## config.mk

```make
export PLATFORM = sky130hd
export DESIGN_NAME = addsub_share_ctrl
export DESIGN_NICKNAME = d
export VERILOG_FILES = /design/src/rtl/addsub_pkg.sv /design/src/rtl/rr_arbiter.sv /design/src/rtl/universal_add_sub.sv /design/src/rtl/addsub_share_ctrl.sv
export SDC_FILE = /design/constraint.sdc
export NUM_CORES = 1
export LEC_CHECK = 0
export ABC_AREA = 1
export CORE_MARGIN = 2
export CORE_UTILIZATION = 30
export CTS_CLUSTER_DIAMETER = 200
export DETAILED_ROUTE_END_ITERATION = 6
export GPL_TIMING_DRIVEN = 0
export SYNTH_ARGS = -nofsm -noshare
export SYNTH_HDL_FRONTEND = slang
export SYNTH_SLANG_ARGS = --single-unit
```

## constraint.sdc

```tcl
create_clock -name clk -period 6.3 [get_ports clk]
set_input_delay 1.26 -clock clk [delete_from_list [all_inputs] [get_ports clk]]
set_output_delay 1.26 -clock clk [all_outputs]
set_load 0.03 [all_outputs]
```

## src/rtl/addsub_pkg.sv

```systemverilog
// Shared types and constants for the add/sub sharing controller.
// Operand bundle, datapath result bundle and FSM encoding.
package addsub_pkg;

  localparam int DATA_W = 4;

  localparam logic MODE_ADD = 1'b0;
  localparam logic MODE_SUB = 1'b1;

  typedef enum logic [1:0] {
    ST_IDLE,
    ST_EXEC,
    ST_RESP
  } state_t;

  typedef struct packed {
    logic [DATA_W-1:0] a;
    logic [DATA_W-1:0] b;
    logic              mode;
  } op_t;

  typedef struct packed {
    logic [DATA_W-1:0] result;
    logic              carry;
    logic              overflow;
  } res_t;

endpackage

```

## src/rtl/rr_arbiter.sv

```systemverilog
// Rotating-priority arbiter: search starts just after last_grant.
// Produces a one-hot grant plus its encoded index.
module rr_arbiter #(
  parameter int N  = 4,
  parameter int IW = (N > 1) ? $clog2(N) : 1
) (
  input  logic [N-1:0]  req,
  input  logic [IW-1:0] last_grant,
  output logic [N-1:0]  grant,
  output logic [IW-1:0] grant_idx,
  output logic          any
);

  int            idx;
  logic [IW-1:0] idx_w;

  always_comb begin
    grant     = '0;
    grant_idx = '0;
    any       = 1'b0;
    idx       = 0;
    idx_w     = '0;
    for (int k = 1; k <= N; k++) begin
      idx   = (int'(last_grant) + k) % N;
      idx_w = IW'(idx);
      if (!any && req[idx_w]) begin
        any          = 1'b1;
        grant[idx_w] = 1'b1;
        grant_idx    = idx_w;
      end
    end
  end

endmodule

```

## src/rtl/universal_add_sub.sv

```systemverilog
// 4-bit add/subtract unit with carry-out and signed overflow.
// Subtract is a + ~b + 1, so carry_out=1 means no borrow.
module universal_add_sub
  import addsub_pkg::*;
(
  input  logic [DATA_W-1:0] a,
  input  logic [DATA_W-1:0] b,
  input  logic              mode,
  output logic [DATA_W-1:0] result,
  output logic              carry_out,
  output logic              overflow
);

  logic [DATA_W-1:0] b_eff;
  logic              cin;
  logic [DATA_W:0]   sum;

  always_comb begin
    b_eff = b;
    cin   = 1'b0;
    case (mode)
      MODE_ADD: begin
        b_eff = b;
        cin   = 1'b0;
      end
      MODE_SUB: begin
        b_eff = ~b;
        cin   = 1'b1;
      end
      default: begin
        b_eff = b;
        cin   = 1'b0;
      end
    endcase
  end

  assign sum = {1'b0, a} + {1'b0, b_eff}
             + {{DATA_W{1'b0}}, cin};

  assign result    = sum[DATA_W-1:0];
  assign carry_out = sum[DATA_W];

  // Same-sign inputs producing an opposite-sign result.
  assign overflow = (a[DATA_W-1] == b_eff[DATA_W-1])
                 && (result[DATA_W-1] != a[DATA_W-1]);

endmodule

```

## src/rtl/addsub_share_ctrl.sv

```systemverilog
// Round-robin sharing of one add/sub datapath among NUM_REQ clients.
// IDLE grants, EXEC computes, RESP holds a tagged response.
module addsub_share_ctrl
  import addsub_pkg::*;
#(
  parameter int NUM_REQ = 4,
  parameter int ID_W    = $clog2(NUM_REQ)
) (
  input  logic                       clk,
  input  logic                       rst,
  input  logic [NUM_REQ-1:0]         req_valid,
  output logic [NUM_REQ-1:0]         req_ready,
  input  logic [NUM_REQ*DATA_W-1:0]  req_a,
  input  logic [NUM_REQ*DATA_W-1:0]  req_b,
  input  logic [NUM_REQ-1:0]         req_mode,
  output logic                       rsp_valid,
  input  logic                       rsp_ready,
  output logic [ID_W-1:0]            rsp_id,
  output logic [DATA_W-1:0]          rsp_result,
  output logic                       rsp_carry,
  output logic                       rsp_overflow,
  output logic                       busy
);

  state_t state, state_nxt;

  logic [ID_W-1:0]    last_grant;
  logic [ID_W-1:0]    op_id;
  logic [ID_W-1:0]    g_idx;
  logic [NUM_REQ-1:0] g_vec;
  logic               g_any;
  logic               accept;

  op_t  op_sel;
  op_t  op_q;
  res_t dp;

  rr_arbiter #(
    .N  (NUM_REQ),
    .IW (ID_W)
  ) u_arb (
    .req        (req_valid),
    .last_grant (last_grant),
    .grant      (g_vec),
    .grant_idx  (g_idx),
    .any        (g_any)
  );

  universal_add_sub u_dp (
    .a         (op_q.a),
    .b         (op_q.b),
    .mode      (op_q.mode),
    .result    (dp.result),
    .carry_out (dp.carry),
    .overflow  (dp.overflow)
  );

  always_comb begin
    op_sel = '0;
    for (int i = 0; i < NUM_REQ; i++) begin
      if (g_vec[i]) begin
        op_sel.a    = req_a[DATA_W*i +: DATA_W];
        op_sel.b    = req_b[DATA_W*i +: DATA_W];
        op_sel.mode = req_mode[i];
      end
    end
  end

  always_comb begin
    state_nxt = state;
    req_ready = '0;
    accept    = 1'b0;
    unique case (state)
      ST_IDLE: begin
        if (g_any) begin
          req_ready = g_vec;
          accept    = 1'b1;
          state_nxt = ST_EXEC;
        end
      end
      ST_EXEC: state_nxt = ST_RESP;
      ST_RESP: begin
        if (rsp_valid && rsp_ready) begin
          state_nxt = ST_IDLE;
        end
      end
      default: state_nxt = ST_IDLE;
    endcase
  end

  assign busy = (state != ST_IDLE);

  always_ff @(posedge clk) begin
    if (rst) begin
      state      <= ST_IDLE;
      last_grant <= ID_W'(NUM_REQ - 1);
      op_q       <= '0;
      op_id      <= '0;
    end else begin
      state <= state_nxt;
      if (accept) begin
        op_q       <= op_sel;
        op_id      <= g_idx;
        last_grant <= g_idx;
      end
    end
  end

  // Response registers; an abort by rst drops any in-flight result.
  always_ff @(posedge clk) begin
    if (rst) begin
      rsp_valid    <= 1'b0;
      rsp_id       <= '0;
      rsp_result   <= '0;
      rsp_carry    <= 1'b0;
      rsp_overflow <= 1'b0;
    end else if (state == ST_EXEC) begin
      rsp_valid    <= 1'b1;
      rsp_id       <= op_id;
      rsp_result   <= dp.result;
      rsp_carry    <= dp.carry;
      rsp_overflow <= dp.overflow;
    end else if (state == ST_RESP && rsp_ready) begin
      rsp_valid    <= 1'b0;
    end
  end

endmodule

```

# --- Word-level counts from Yosys, hierarchy flattened ---
# Index checks and enable logic that the tools add are counted.
word_totals:
  wordCells: 96
  output_inout_bits: 14
  reg_bits: 24
  inputBits: 43
op_classes:
  n_addsub: 6
  n_eq_ne: 6
  n_reduce_logical: 17
  magnitude_cmp: 8
  n_bitwise: 5
  muxes: 43
op_table:
  columns: ["operator", "n"]
  rows:
  - ["$mux W9", 4]
  - ["$mux W4", 6]
  - ["$mux W1", 16]
  - ["$lt A2 B3 Y1 const B", 4]
  - ["$mux W2", 6]
  - ["$or A4 B4 Y4", 3]
  - ["$logic_and A1 B1 Y1", 10]
  - ["$bmux W1 S2", 4]
  - ["$demux W1 S2", 4]
  - ["$ge A2 B1 Y1 const B", 4]
  - ["$pmux W4 S2", 1]
  - ["$pmux W2 S3", 1]
  - ["$add A4 B4 Y5", 1]
  - ["$add A5 B1 Y5", 1]
  - ["$add A2 B1 Y2 const B", 2]
  - ["$add A2 B2 Y2 const B", 2]
  - ["$ne A2 B2 Y1 const B", 2]
  - ["$not A4 Y4", 1]
  - ["$reduce_bool A2 Y1", 2]
  - ["$logic_not A1 Y1", 3]
  - ["$eq A2 B1 Y1 const B", 1]
  - ["$eq A2 B2 Y1 const B", 1]
  - ["$logic_not A2 Y1", 1]
  - ["$pmux W1 S2", 1]
  - ["other kinds (4)", 4]

# --- Depth between registers and ports, before layout ---
depth:
  word_depth: 17
  depth_mapped: 13
  mapped_depth_nobuf: 13

# --- By module ---
# From an unflattened synthesis, not the netlist that was laid out.
hier_totals:
  hier_cells: 294
  hier_area_um2: 1924.3
by_module_without_submodules:
  columns: ["mod", "cells_each", "n_inst", "area_per_inst_um2", "seq_area_each_um2"]
  rows:
  - ["addsub_share_ctrl", 191, 1, 1258.7, 480.5]
  - ["rr_arbiter", 74, 1, 457.9, 0.0]
  - ["universal_add_sub", 29, 1, 207.7, 0.0]

# --- Worst setup path after synthesis ---
# OpenSTA, ideal clock, no wires.
synth_timing:
  path_type: "input to output"
  startpoint: "in req_valid[1]"
  endpoint: "out req_ready[0]"
  t_arrival_ns: 2.468
  path_slack_ns: 2.572
  n_path_buf: 1
  required_time_ns: 5.040
  cell_stages: 7
  path_cell_list: "nand2_1 nand3_1 nand2_2 nand3_1 nand2_1 buf_2 a31oi_1"
synth_via:
  elab_chain_cells: 14
  elab_cells_between_ends: 27
  cone_classes: "mux (18); bitwise (3); reduce/logical (6)"
synth_rtl:
  columns: ["element", "line", "text"]
  rows:
  - ["from (decl)", "addsub_share_ctrl.sv:11", "input logic [NUM_REQ-1:0] req_valid,"]
  - ["$bmux W1 S2", "rr_arbiter.sv:26", "if (!any && req[idx_w]) begin"]
  - ["$mux W1 (not written as such)", "rr_arbiter.sv:26", null]
  - ["$mux W1", "rr_arbiter.sv:26", null]
  - ["$logic_not A1 Y1", "rr_arbiter.sv:26", null]
  - ["$logic_and A1 B1 Y1", "rr_arbiter.sv:26", null]
  - ["$mux W1", "rr_arbiter.sv:26", null]
  - ["$logic_not A1 Y1", "rr_arbiter.sv:26", null]
  - ["$logic_and A1 B1 Y1", "rr_arbiter.sv:26", null]
  - ["$mux W1", "rr_arbiter.sv:26", null]
  - ["$logic_not A1 Y1", "rr_arbiter.sv:26", null]
  - ["$logic_and A1 B1 Y1", "rr_arbiter.sv:26", null]
  - ["$mux W4 / $mux W1 (equally long branches)", "rr_arbiter.sv:26", null]
  - ["$mux W4 *", "addsub_share_ctrl.sv:75", "if (g_any) begin"]
  - ["$mux W4 *", "addsub_share_ctrl.sv:73", "unique case (state)"]
  - ["to (decl)", "addsub_share_ctrl.sv:12", "output logic [NUM_REQ-1:0] req_ready,"]
# Mark *: on every way between the ends. The rest lies on a longest branch, timed or not. The select of a mux whose other input is x is not followed.

# --- Worst setup path in the final report ---
layout_timing:
  startpoint: "in req_valid[3]"
  endpoint: "out req_ready[0]"
# Same word-level chain as after synthesis.

==> flow_summary_export.csv <==
group,metric,value,unit
logic_synthesis,syn_nets,339,
placed_design,io_buffer_count,56,
placed_design,dpl.hpwl,3680,um
floorplanning,boundaryPins,57,
min_path,min-delay-start,"rsp_overflow$_SDFFE_PP0P_",
final_layout,layout_commonest_cell,"nand2_1",
floorplanning,die_h,82.0,um
logic_synthesis,yosysUniqueCellTypes,31,
setup_path,r2r-start,"last_grant[1]$_SDFFE_PP1P_",
final_layout,post_route_cells_drive_above_1_share,0.0872,
setup_path,r2r_end,"op_q[1]$_SDFFE_PP0P_",
final_layout,final_cell_mix,"nand2_1, clkdlybuf4s50_1, nor2_1, nand3_1, dfxtp_1",
floorplanning,initial_utilization,0.310,
sta,setup_viol,0,
setup_path,crit_arrival,3.48,ns
floorplanning,die_area,0.00672,sq mm
logic_synthesis,synthFlopType,"dfxtp_1",
grt,antenna_found_initial,0,
sta,hold_violations,0,
clocking,post_cts_buffers,0,
setup_path,path_max_fanout,10,
setup_path,rrSetupSlack,3.89,ns
sta,max_clock_freq,211,MHz
grt,grt_max_degree,15,
clocking,hold_buffers,0,
placed_design,gp_congestion,0.831,
logic_synthesis,synth_area,0.00183,sq mm
placed_design,place_ws,1.58,ns
final_layout,diodes,0,
outcome,outcome,"completed",
sta,min_period_over_period,0.753,
sta,max_slew_margin,0.700,
min_path,min_path_cells,2,
logic_synthesis,synth_enable_flop_cells,0,
detailed_routing,wl_per_cell,11.2,um
clocking,worstSkewPairLatency,0.27,ns
final_layout,syn2layout_area_growth,39.8,%
sta,finalClockSkew,0.00812,ns
logic_synthesis,async_flop_share,0,
clocking,cts_buffers,3,
detailed_routing,drt_iter0_drc,82,
setup_path,critPathLaunchType,"primary input",
clocking,clock_path_buffers,2,
sta,tightest_slew,0.450,ns
grt,grt_pass1_wl,7510,um
grt,grt.overflow.total,0,
setup_path,endpoint_kind,"output pin",
logic_synthesis,ys_warn_count,0,
min_path,holdPathEnd,"rsp_overflow$_SDFFE_PP0P_",
detailed_routing,ant_nets,0,
logic_synthesis,yosys_register_bits,24,
detailed_routing,vias,1912,
sta,period_minus_slack,4.74,ns
clocking,h-tree-depth,1,
grt,first_global_vias,1695,
sta,tns,0,ns
floorplanning,die_w,82.0,um
setup_path,required,5.04,ns
logic_synthesis,yosysSeqAreaShare,0.263,
sta,slew_violations,0,
pwr,p_total,1220,uW
floorplanning,coreArea,0.00589,sq mm
clocking,clock-root-buffer,"clkbuf_8",
clocking,cts.sinks,24,
final_layout,nets,400,
detailed_routing,wl,4710,um
clocking,path_clk_slew,0.09,ns
grt,grtUsageTotal,0.141,
pwr,p_leak,0.00120,uW
sta,timing.final.ws_setup,1.56,ns
detailed_routing,drtPass1Iterations,4,
detailed_routing,detail_route.vias_per_cell,4.56,
run,drv_cap,0,
floorplanning,rows,28,
pwr,peakVddDrop,218,uV
pwr,p_per_area,478,mW/mm^2
clocking,ctsResizeCount,0,
sta,rsz0062_at_grt,"false",
logic_synthesis,syn_inst,284,
detailed_routing,drc,0,
clocking,cts_tree,"built",
min_path,hold_path.class,"reg -> reg",
setup_path,r2r_cells,13,
setup_path,crit_type,"in -> out",
logic_synthesis,synth.avg_cell_area,6.43,sq um
cell usage after synthesis, drive strengths merged, types with 2 or more instances:
cell type	number	area, sq um
nand2	101	397
nand3	35	205
nor2	34	160
dfxtp	24	480
inv	23	86.3
a21oi	19	98.9
ha	11	138
o21ai	8	40.0
a21boi	3	22.5
a31oi	3	18.8
clkbuf	3	11.3
nand4	3	18.8
o211ai	3	22.5
or2	3	18.8
xor2	3	26.3
buf	2	12.5
final cells by class:
| class | instances | area (sq um) |
|---|---|---|
| Sequential cell | 24 | 480 |
| Clock buffer | 3 | 41.3 |
| Timing Repair Buffer | 56 | 561 |
| Multi-Input combinational cell | 232 | 1230 |
| Tap cell | 75 | 93.8 |
| Buffer | 5 | 23.8 |
| Inverter | 23 | 86.3 |
| Fill cell | 618 | 3330 |
| Clock inverter | 1 | 30.0 |
where the power goes:
part	switching (uW)	internal, uW	leakage, uW	total, uW
clock	49.1	84.9	0.0000357	134
sequential	38.9	200	0.000198	239
combinational	535	311	0.000971	847
total	623	596	0.00120	1220
cells by family (layout without fill, tap and decap cells):
| group | count (synthesis) | after routing | share of synthesized area |
|---|---|---|---|
| flip-flops | 24 | 24 | 0.263 |
| AND/OR/NAND/NOR | 178 | 178 | 0.452 |
| AO/OA/AOI/OAI | 38 | 38 | 0.119 |
| XOR/XNOR | 4 | 4 | 0.0192 |
| adder cells (fa/ha/maj) | 12 | 12 | 0.0864 |
| buffers and inverters | 28 | 88 | 0.0603 |
stage by stage:
step / utilization / area (sq um) / cells / hold WS [ns]
finish: 0.433 / 2550 / 419 / 0.468
global route: 0.433 / 2550 / 419 / 0.492
CTS: 0.433 / 2550 / 419 / 0.473
detailed placement: 0.421 / 2480 / 415 / 0.459
global placement: 0.421 / 2480 / 415 / 0.453
floorplan: - / 1830 / 284 / 0.439
per-layer routing:
| metal | vias up | GRT usage | wire (um) |
|---|---|---|---|
| met5 | - | 0 | 0 |
| li1 | 1044 | - | - |
| met4 | 0 | 0.0350 | 0 |
| met2 | 41 | 0.220 | 2110 |
| met3 | 0 | 0.0154 | 196 |
| met1 | 827 | 0.204 | 2400 |
worst max-delay path by stage:
stage                      start      endpoint  slack (ns)
floorplan           req_valid[1]  req_ready[0]        2.57
global placement    req_valid[3]  req_ready[0]        1.52
detailed placement  req_valid[3]  req_ready[0]        1.58
CTS                 req_valid[3]  req_ready[0]        1.55
global route        req_valid[1]  req_ready[0]        1.40
finish              req_valid[3]  req_ready[0]        1.56
worst max-delay path, cell delays in order:
cell	delay [ns]
clkdlybuf4s50_1	0.50
nand2_1	0.08
nand3_1	0.12
nand2_2	0.12
nand3_1	0.12
nand2_1	0.17
buf_2	0.26
a31oi_1	0.16
clkdlybuf4s50_1	0.69
sequential cells by signal (all words and copies together) (netlist names):
signal        flops
rsp_carry         1
last_grant        2
rsp_overflow      1
rsp_id            2
rsp_result        4
state             2
op_q              9
rsp_valid         1
op_id             2
(Power assumes the default switching activity.)
